[src/rtl/mem_ctrl.sv]
// mem_ctrl: rv32i load/store access decoder.
// Turns opcode/funct3/addr_lsb into access size, direction, byte lane
// enables and misaligned/illegal flags, all combinationally. A registered
// sticky flag remembers any faulting access until cleared.
// Optional build macro: MEM_CTRL_STATS_EN adds 32-bit load/store counters.
module mem_ctrl #(
    parameter logic [6:0] LOAD_OPCODE  = 7'b0000011,
    parameter logic [6:0] STORE_OPCODE = 7'b0100011
) (
    input  logic        clk,
    input  logic        rst,
    input  logic [6:0]  opcode,
    input  logic [2:0]  funct3,
    input  logic [1:0]  addr_lsb,
    input  logic        fault_clr,
    output logic [1:0]  access_size,
    output logic        write_to_data_mem,
    output logic        require_mem_access,
    output logic        load_unsigned,
    output logic [3:0]  byte_en,
    output logic        misaligned,
    output logic        illegal_op,
    output logic        fault_sticky
`ifdef MEM_CTRL_STATS_EN
    ,
    output logic [31:0] load_count,
    output logic [31:0] store_count
`endif
);

    localparam logic [1:0] SIZE_WORD = 2'b00;
    localparam logic [1:0] SIZE_HALF = 2'b01;
    localparam logic [1:0] SIZE_BYTE = 2'b10;
    localparam logic [1:0] SIZE_NONE = 2'b11;

    logic [1:0] size_dec;
    logic       wr_dec;
    logic       req_dec;
    logic       lu_dec;
    logic       ill_dec;
    logic [3:0] lane_en;
    logic       mis_dec;

    // Opcode/funct3 decode. case matching is exact, so X/Z opcodes fall to
    // the default arm and every output stays at its safe "no access" value.
    always_comb begin
        size_dec = SIZE_NONE;
        wr_dec   = 1'b0;
        req_dec  = 1'b0;
        lu_dec   = 1'b0;
        ill_dec  = 1'b0;
        case (opcode)
            LOAD_OPCODE: begin
                case (funct3)
                    3'b000: begin size_dec = SIZE_BYTE; req_dec = 1'b1; end
                    3'b001: begin size_dec = SIZE_HALF; req_dec = 1'b1; end
                    3'b010: begin size_dec = SIZE_WORD; req_dec = 1'b1; end
                    3'b100: begin size_dec = SIZE_BYTE; req_dec = 1'b1; lu_dec = 1'b1; end
                    3'b101: begin size_dec = SIZE_HALF; req_dec = 1'b1; lu_dec = 1'b1; end
                    default: ill_dec = 1'b1;
                endcase
            end
            STORE_OPCODE: begin
                case (funct3)
                    3'b000: begin size_dec = SIZE_BYTE; req_dec = 1'b1; wr_dec = 1'b1; end
                    3'b001: begin size_dec = SIZE_HALF; req_dec = 1'b1; wr_dec = 1'b1; end
                    3'b010: begin size_dec = SIZE_WORD; req_dec = 1'b1; wr_dec = 1'b1; end
                    default: ill_dec = 1'b1;
                endcase
            end
            default: begin
                size_dec = SIZE_NONE;
            end
        endcase
    end

    // Byte-lane enables and alignment check. A misaligned access keeps its
    // decoded size/direction but gets no lanes, which is what stops memory.
    always_comb begin
        lane_en = 4'b0000;
        mis_dec = 1'b0;
        if (req_dec) begin
            case (size_dec)
                SIZE_WORD: begin
                    if (addr_lsb == 2'b00) lane_en = 4'b1111;
                    else                   mis_dec = 1'b1;
                end
                SIZE_HALF: begin
                    if (addr_lsb[0] == 1'b0) lane_en = addr_lsb[1] ? 4'b1100 : 4'b0011;
                    else                     mis_dec = 1'b1;
                end
                SIZE_BYTE: begin
                    lane_en = 4'b0001 << addr_lsb;
                end
                default: begin
                    lane_en = 4'b0000;
                end
            endcase
        end
    end

    assign access_size        = size_dec;
    assign write_to_data_mem  = wr_dec;
    assign require_mem_access = req_dec;
    assign load_unsigned      = lu_dec;
    assign byte_en            = lane_en;
    assign misaligned         = mis_dec;
    assign illegal_op         = ill_dec;

    // Sticky fault flag: reset, then clear (wins over a new fault), then set.
    always_ff @(posedge clk) begin
        if (rst)
            fault_sticky <= 1'b0;
        else if (fault_clr)
            fault_sticky <= 1'b0;
        else if (mis_dec || ill_dec)
            fault_sticky <= 1'b1;
    end

`ifdef MEM_CTRL_STATS_EN
    logic counted;
    assign counted = req_dec && !mis_dec;

    // Completed-access counters; they wrap naturally at 2^32.
    always_ff @(posedge clk) begin
        if (rst) begin
            load_count  <= 32'd0;
            store_count <= 32'd0;
        end else if (counted) begin
            if (wr_dec) store_count <= store_count + 32'd1;
            else        load_count  <= load_count + 32'd1;
        end
    end
`endif

endmodule

[config.mk]
export PLATFORM = sky130hd
export DESIGN_NAME = mem_ctrl
export DESIGN_NICKNAME = d
export VERILOG_FILES = /design/src/rtl/mem_ctrl.sv
export SDC_FILE = /design/constraint.sdc
export NUM_CORES = 1
export LEC_CHECK = 0
export CORE_AREA = 10 10 47 49
export CTS_CLUSTER_DIAMETER = 100
export DETAILED_ROUTE_END_ITERATION = 16
export DIE_AREA = 0 0 57 59
export PLACE_DENSITY = 0.62
export SKIP_CTS_REPAIR_TIMING = 1
export SYNTH_ARGS = -nofsm -noshare
export SYNTH_HDL_FRONTEND = slang
export SYNTH_SLANG_ARGS = --single-unit
[constraint.sdc]
create_clock -name clk -period 3.05 [get_ports clk]
set_input_delay 0.4575 -clock clk [delete_from_list [all_inputs] [get_ports clk]]
set_output_delay 0.4575 -clock clk [all_outputs]
set_load 0.005 [all_outputs]
**Word-level counts from Yosys, hierarchy flattened**

Index checks and enable logic that the tools add are counted.

- Logic and storage cells: 41
- Register bits: 1
- Input bits: 15
- Output and inout bits: 12

- Shifts and indexed selects: 1
- Reductions and logical operators: 10
- Equality and inequality tests: 8
- Muxes and demuxes: 21

Operator list:

| cell | count |
|---|---|
| 2-to-1 mux 4 bit | 4 |
| one-hot mux 2 bit (3 select lines) | 2 |
| one-hot mux 4 bit (3 select lines) | 1 |
| 2-to-1 mux 1 bit | 10 |
| OR reduction 2 bit | 4 |
| == test 7 x 2 -> 1 bit, second input constant | 1 |
| == test 7 x 6 -> 1 bit, second input constant | 1 |
| == test 3 bit, second input constant | 2 |
| one-hot mux 1 bit (2 select lines) | 3 |
| OR reduction 5 bit | 1 |
| zero test 2 bit | 2 |
| one-hot mux 2 bit (2 select lines) | 1 |
| left shift 1 x 2 -> 4 bit, first input constant | 1 |
| == test 3 x 1 -> 1 bit, second input constant | 1 |
| == test 3 x 2 -> 1 bit, second input constant | 1 |
| zero test 3 bit | 1 |
| OR reduction 3 bit | 1 |
| == test 2 x 1 -> 1 bit, second input constant | 1 |
| == test 2 bit, second input constant | 1 |
| logical OR 1 bit | 1 |

**Depth between registers and ports, before layout**

Gate-level depths: netlist of the first run.

- Word-level depth: 8
- Depth in mapped cells: 5

**Worst setup path after synthesis of the first run**

No wires, ideal clock.

- Path type: input to output
- From: input addr_lsb[0]
- To: output byte_en[1]
- Path buffers: 1
- Stages on the path: 5
- Slack: 1.378 ns
- Arrival: 1.215 ns
- Path through: buf_4 > xnor2_1 > a211oi_2 > o21bai_1 > nor3b_2

- Word-level cells in the longest chain between the ends: 4
- Elaborated cells on any way between the ends: 6

Ends and longest elaborated chain:

| element | line | text |
|---|---|---|
| from (decl) | 14 | `input logic [1:0] addr_lsb,` |
| zero test 2 bit | 85 | `if (addr_lsb == 2'b00) lane_en = 4'b1111;` |
| 2-to-1 mux 4 bit | 85 |  |
| one-hot mux 4 bit (3 select lines) * | 83 | `case (size_dec)` |
| 2-to-1 mux 4 bit * | 82 | `if (req_dec) begin` |
| to (decl) | 20 | `output logic [3:0] byte_en,` |

Every way passes the cells marked *; elsewhere a longest branch is shown, timed or not.

**Final worst setup path of the first run**

- From: input funct3[0]
- To: output byte_en[1]

- Word-level cells in the longest chain between the ends: 7
- Elaborated cells on any way between the ends: 20

Ends and longest elaborated chain:

| element | line | text |
|---|---|---|
| from (decl) | 13 | `input logic [2:0] funct3,` |
| == test 3 x 1 -> 1 bit (tied with other cells) | 54, 64 |  |
| OR reduction 2 bit (no source line) | - |  |
| one-hot mux 2 bit (3 select lines) | 54 | `case (funct3)` |
| one-hot mux 2 bit (2 select lines) | 52 | `case (opcode)` |
| == test 2 bit (tied with other cells) | 83 |  |
| one-hot mux 4 bit (3 select lines) | 83 |  |
| 2-to-1 mux 4 bit * | 82 |  |

Marks and branches as above.

==> flow_metrics.tcl, run 1 <==
set metrics [dict create \
    synth_flop_cell "dfxtp_1" \
    num_io_pins 27 \
    finalCriticalPeriod_ps 2760 \
    drtAntennaViolNets 0 \
    grt_start_max_net_pins 11 \
    largest_register_ffs 1 \
    dpl_cell_area_um2 568 \
    outcome "complete, no violations" \
    initial_core_util_pct 21.7 \
    grt_overflow 0 \
    wirelength_mm 1.07 \
    hold_viol 0 \
    synth_edf_count 0 \
    peakVddDrop_mv 0.0673 \
    yosysWarnings 0 \
    syn-instance-count 43 \
    die_h_um 59 \
    top_regs "fault_sticky: 1 flops" \
    multiInputGateArea_um2 249 \
    setup_ws_ps 294 \
    path_clk_slew_ps 0 \
    slowest_delay_ps 660 \
    finalCritPeriodShare_pct 90.4 \
    die_w_um 57 \
    vias_per_cell 4.93 \
    regMostFlops "fault_sticky" \
    pwr-share-comb_pct 78.4 \
    setup_viol 0 \
    power.total_mw 0.0620 \
    coreArea_um2 1400 \
    num_vias 409 \
    cp-end-kind "output port" \
    grt_setup_unrepaired "no" \
    first_global_vias 395 \
    skew_ps 0 \
    place.port_buffers 26 \
    crit_top_cell "clkdlybuf4s50_1" \
    wl_per_cell_um 12.8 \
    synth_nets 58 \
    p_leak_nw 0.196 \
    final_layout_size_suffix_gt1_share_pct 10.4 \
    ys_seq_elements 1 \
    seqPwrFrac_pct 21.6 \
    p_sw_mw 0.0216 \
    grt_pass1_wl_mm 1.82 \
    die-area_um2 3360 \
    grt_antenna_before_repair 0 \
    drt_pre_antenna_iters 4 \
    crit_path_top_delay_cell "clkdlybuf4s50_1" \
    layout_common_cells "clkdlybuf4s50_1, nor3_1, nand2_1, nor2_1" \
    dpl_worst_slack_ps 303 \
    ff2ff_path_depth 2 \
    antennaDiodeCount 0 \
    grt_usage_pct 6.09 \
    nNetsFinal 84 \
    route.detailed.drc 0 \
    whs_ps 496 \
    crit_buf_inv 2 \
    dp_hpwl_um 919 \
    hp-class "flip-flop to flip-flop" \
    crit_chain "clkdlybuf4s50_1 > xnor2_1 > a211oi_2 > o21bai_1 > nor3b_2 > clkdlybuf4s50_1" \
    pwr_density_cell_nw_per_um2 109 \
    min_path_cells 2 \
    clk_latency_ps 0 \
    clock_power_share_pct 0 \
    hold_path_startpoint "fault_sticky$_SDFFE_PP0P_" \
    tightest_slew_ps 387 \
    crit_arrival_ps 2300 \
    area_growth_pct 86.8 \
    synth_cell_type_count 27 \
    syn_area_um2 304 \
    routabilityCongestion 0.715 \
    crit_family "buffers and inverters" \
    max_freq_mhz 363 \
    ys_seq_area_share_pct 6.58 \
    r2r_slack_ps 2490 \
    max_slew_margin_pct 74.1 \
    cap_violations 0 \
    cell_internal_pwr_mw 0.0404 \
    crit-reg2reg-launch "fault_sticky$_SDFFE_PP0P_" \
    fin_area_um2 568 \
    worstSetupStartpointType "primary input" \
    whs_endpoint "fault_sticky$_SDFFE_PP0P_" \
    syn_avg_cell_area_um2 7.07 \
    crit_required_ps 2590 \
    crit_fanout 10 \
    finalMaxSlewViolations 0 \
    drtIter0Drc 5 \
    final_common_cell "clkdlybuf4s50_1" \
    rows 14 \
    synthArstFlopShare_pct 0 \
    criticalPathCategory "primary input to output port" \
    r2r-end "fault_sticky$_SDFFE_PP0P_" \
    fillCellCount 151 \
    p_sw_share_pct 34.8 \
    fin_tns_setup_ps 0 \
    seqCellArea_um2 20.0 \
]
==> through the flow <==
step           cells  util [%]
4_1_cts           83      40.5
6_report          83      40.5
3_3_place_gp      83      40.5
3_5_place_dp      83      40.5
5_1_grt           83      40.5
2_1_floorplan     43         -
==> synthesized netlist by cell type (2+ instances only) <==
cell,instances,area [um2]
nand2_1,4,15.0
nor2_1,4,15.0
nor3_1,4,20.0
a21oi_1,3,15.0
inv_1,3,11.3
a32oi_1,2,17.5
and3_1,2,12.5
xnor2_1,2,17.5
==> final cells by class <==
class / count / share of cell area, %
well taps: 16 / 3.52
repair buffers: 27 / 47.1
flip-flops and latches: 1 / 3.52
inverters: 3 / 1.98
multi-input cells: 36 / 43.8
==> routing by layer <==
| metal | part of all wire, % | routed length (um) | up-vias | GRT usage (%) |
|---|---|---|---|---|
| met5 | 0 | 0 | - | 0 |
| met4 | 0 | 0 | 0 | 0 |
| met3 | 19 | 201 | 0 | 4.51 |
| met2 | 41 | 440 | 22 | 9.46 |
| met1 | 40 | 423 | 179 | 7.01 |
| li1 | - | - | 208 | - |
==> logic make-up after synthesis <==
group	Yosys count	synth area share, %
simple gates	20	41.1
mux	1	3.29
buf+inv	6	11.5
flops	1	6.58
compound gates	13	31.7
xor+xnor	2	5.76
==> worst max-delay path by stage <==
| stage | slack (ps) | endpoint | from | cells past startpoint |
|---|---|---|---|---|
| detailed placement | 300 | byte_en[1] | funct3[0] | 6 |
| finish | 290 | byte_en[1] | funct3[0] | 6 |
| global placement | 320 | byte_en[1] | funct3[0] | 6 |
| CTS | 280 | byte_en[1] | funct3[0] | 6 |
| floorplan | 1380 | byte_en[1] | addr_lsb[0] | 5 |
| global route | 160 | byte_en[1] | funct3[0] | 6 |
==> power groups by stage <==
stage / clock [mW] / combinational (mW) / sequential (mW)
detailed placement: 0 / 0.0483 / 0.0134
finish: 0 / 0.0486 / 0.0134
global placement: 0 / 0.0481 / 0.0134
global route: 0 / 0.0530 / 0.0134
CTS: 0 / 0.0487 / 0.0134
floorplan: 0 / 0.0236 / 0.0134
==> tightest hold or removal path: stages, from the launching register on <==
cell and delay (ps):
dfxtp_1 280, a21oi_1 110, nor3_1 50
(Power assumes the default switching activity.)
==> run 2: changes to the inputs <==
CTS_CLUSTER_DIAMETER = not set   (was 100)
SKIP_CTS_REPAIR_TIMING = not set   (was 1)
==> results of run 2 <==
The final DEF is identical to that of run 1; final timing and power are the same.
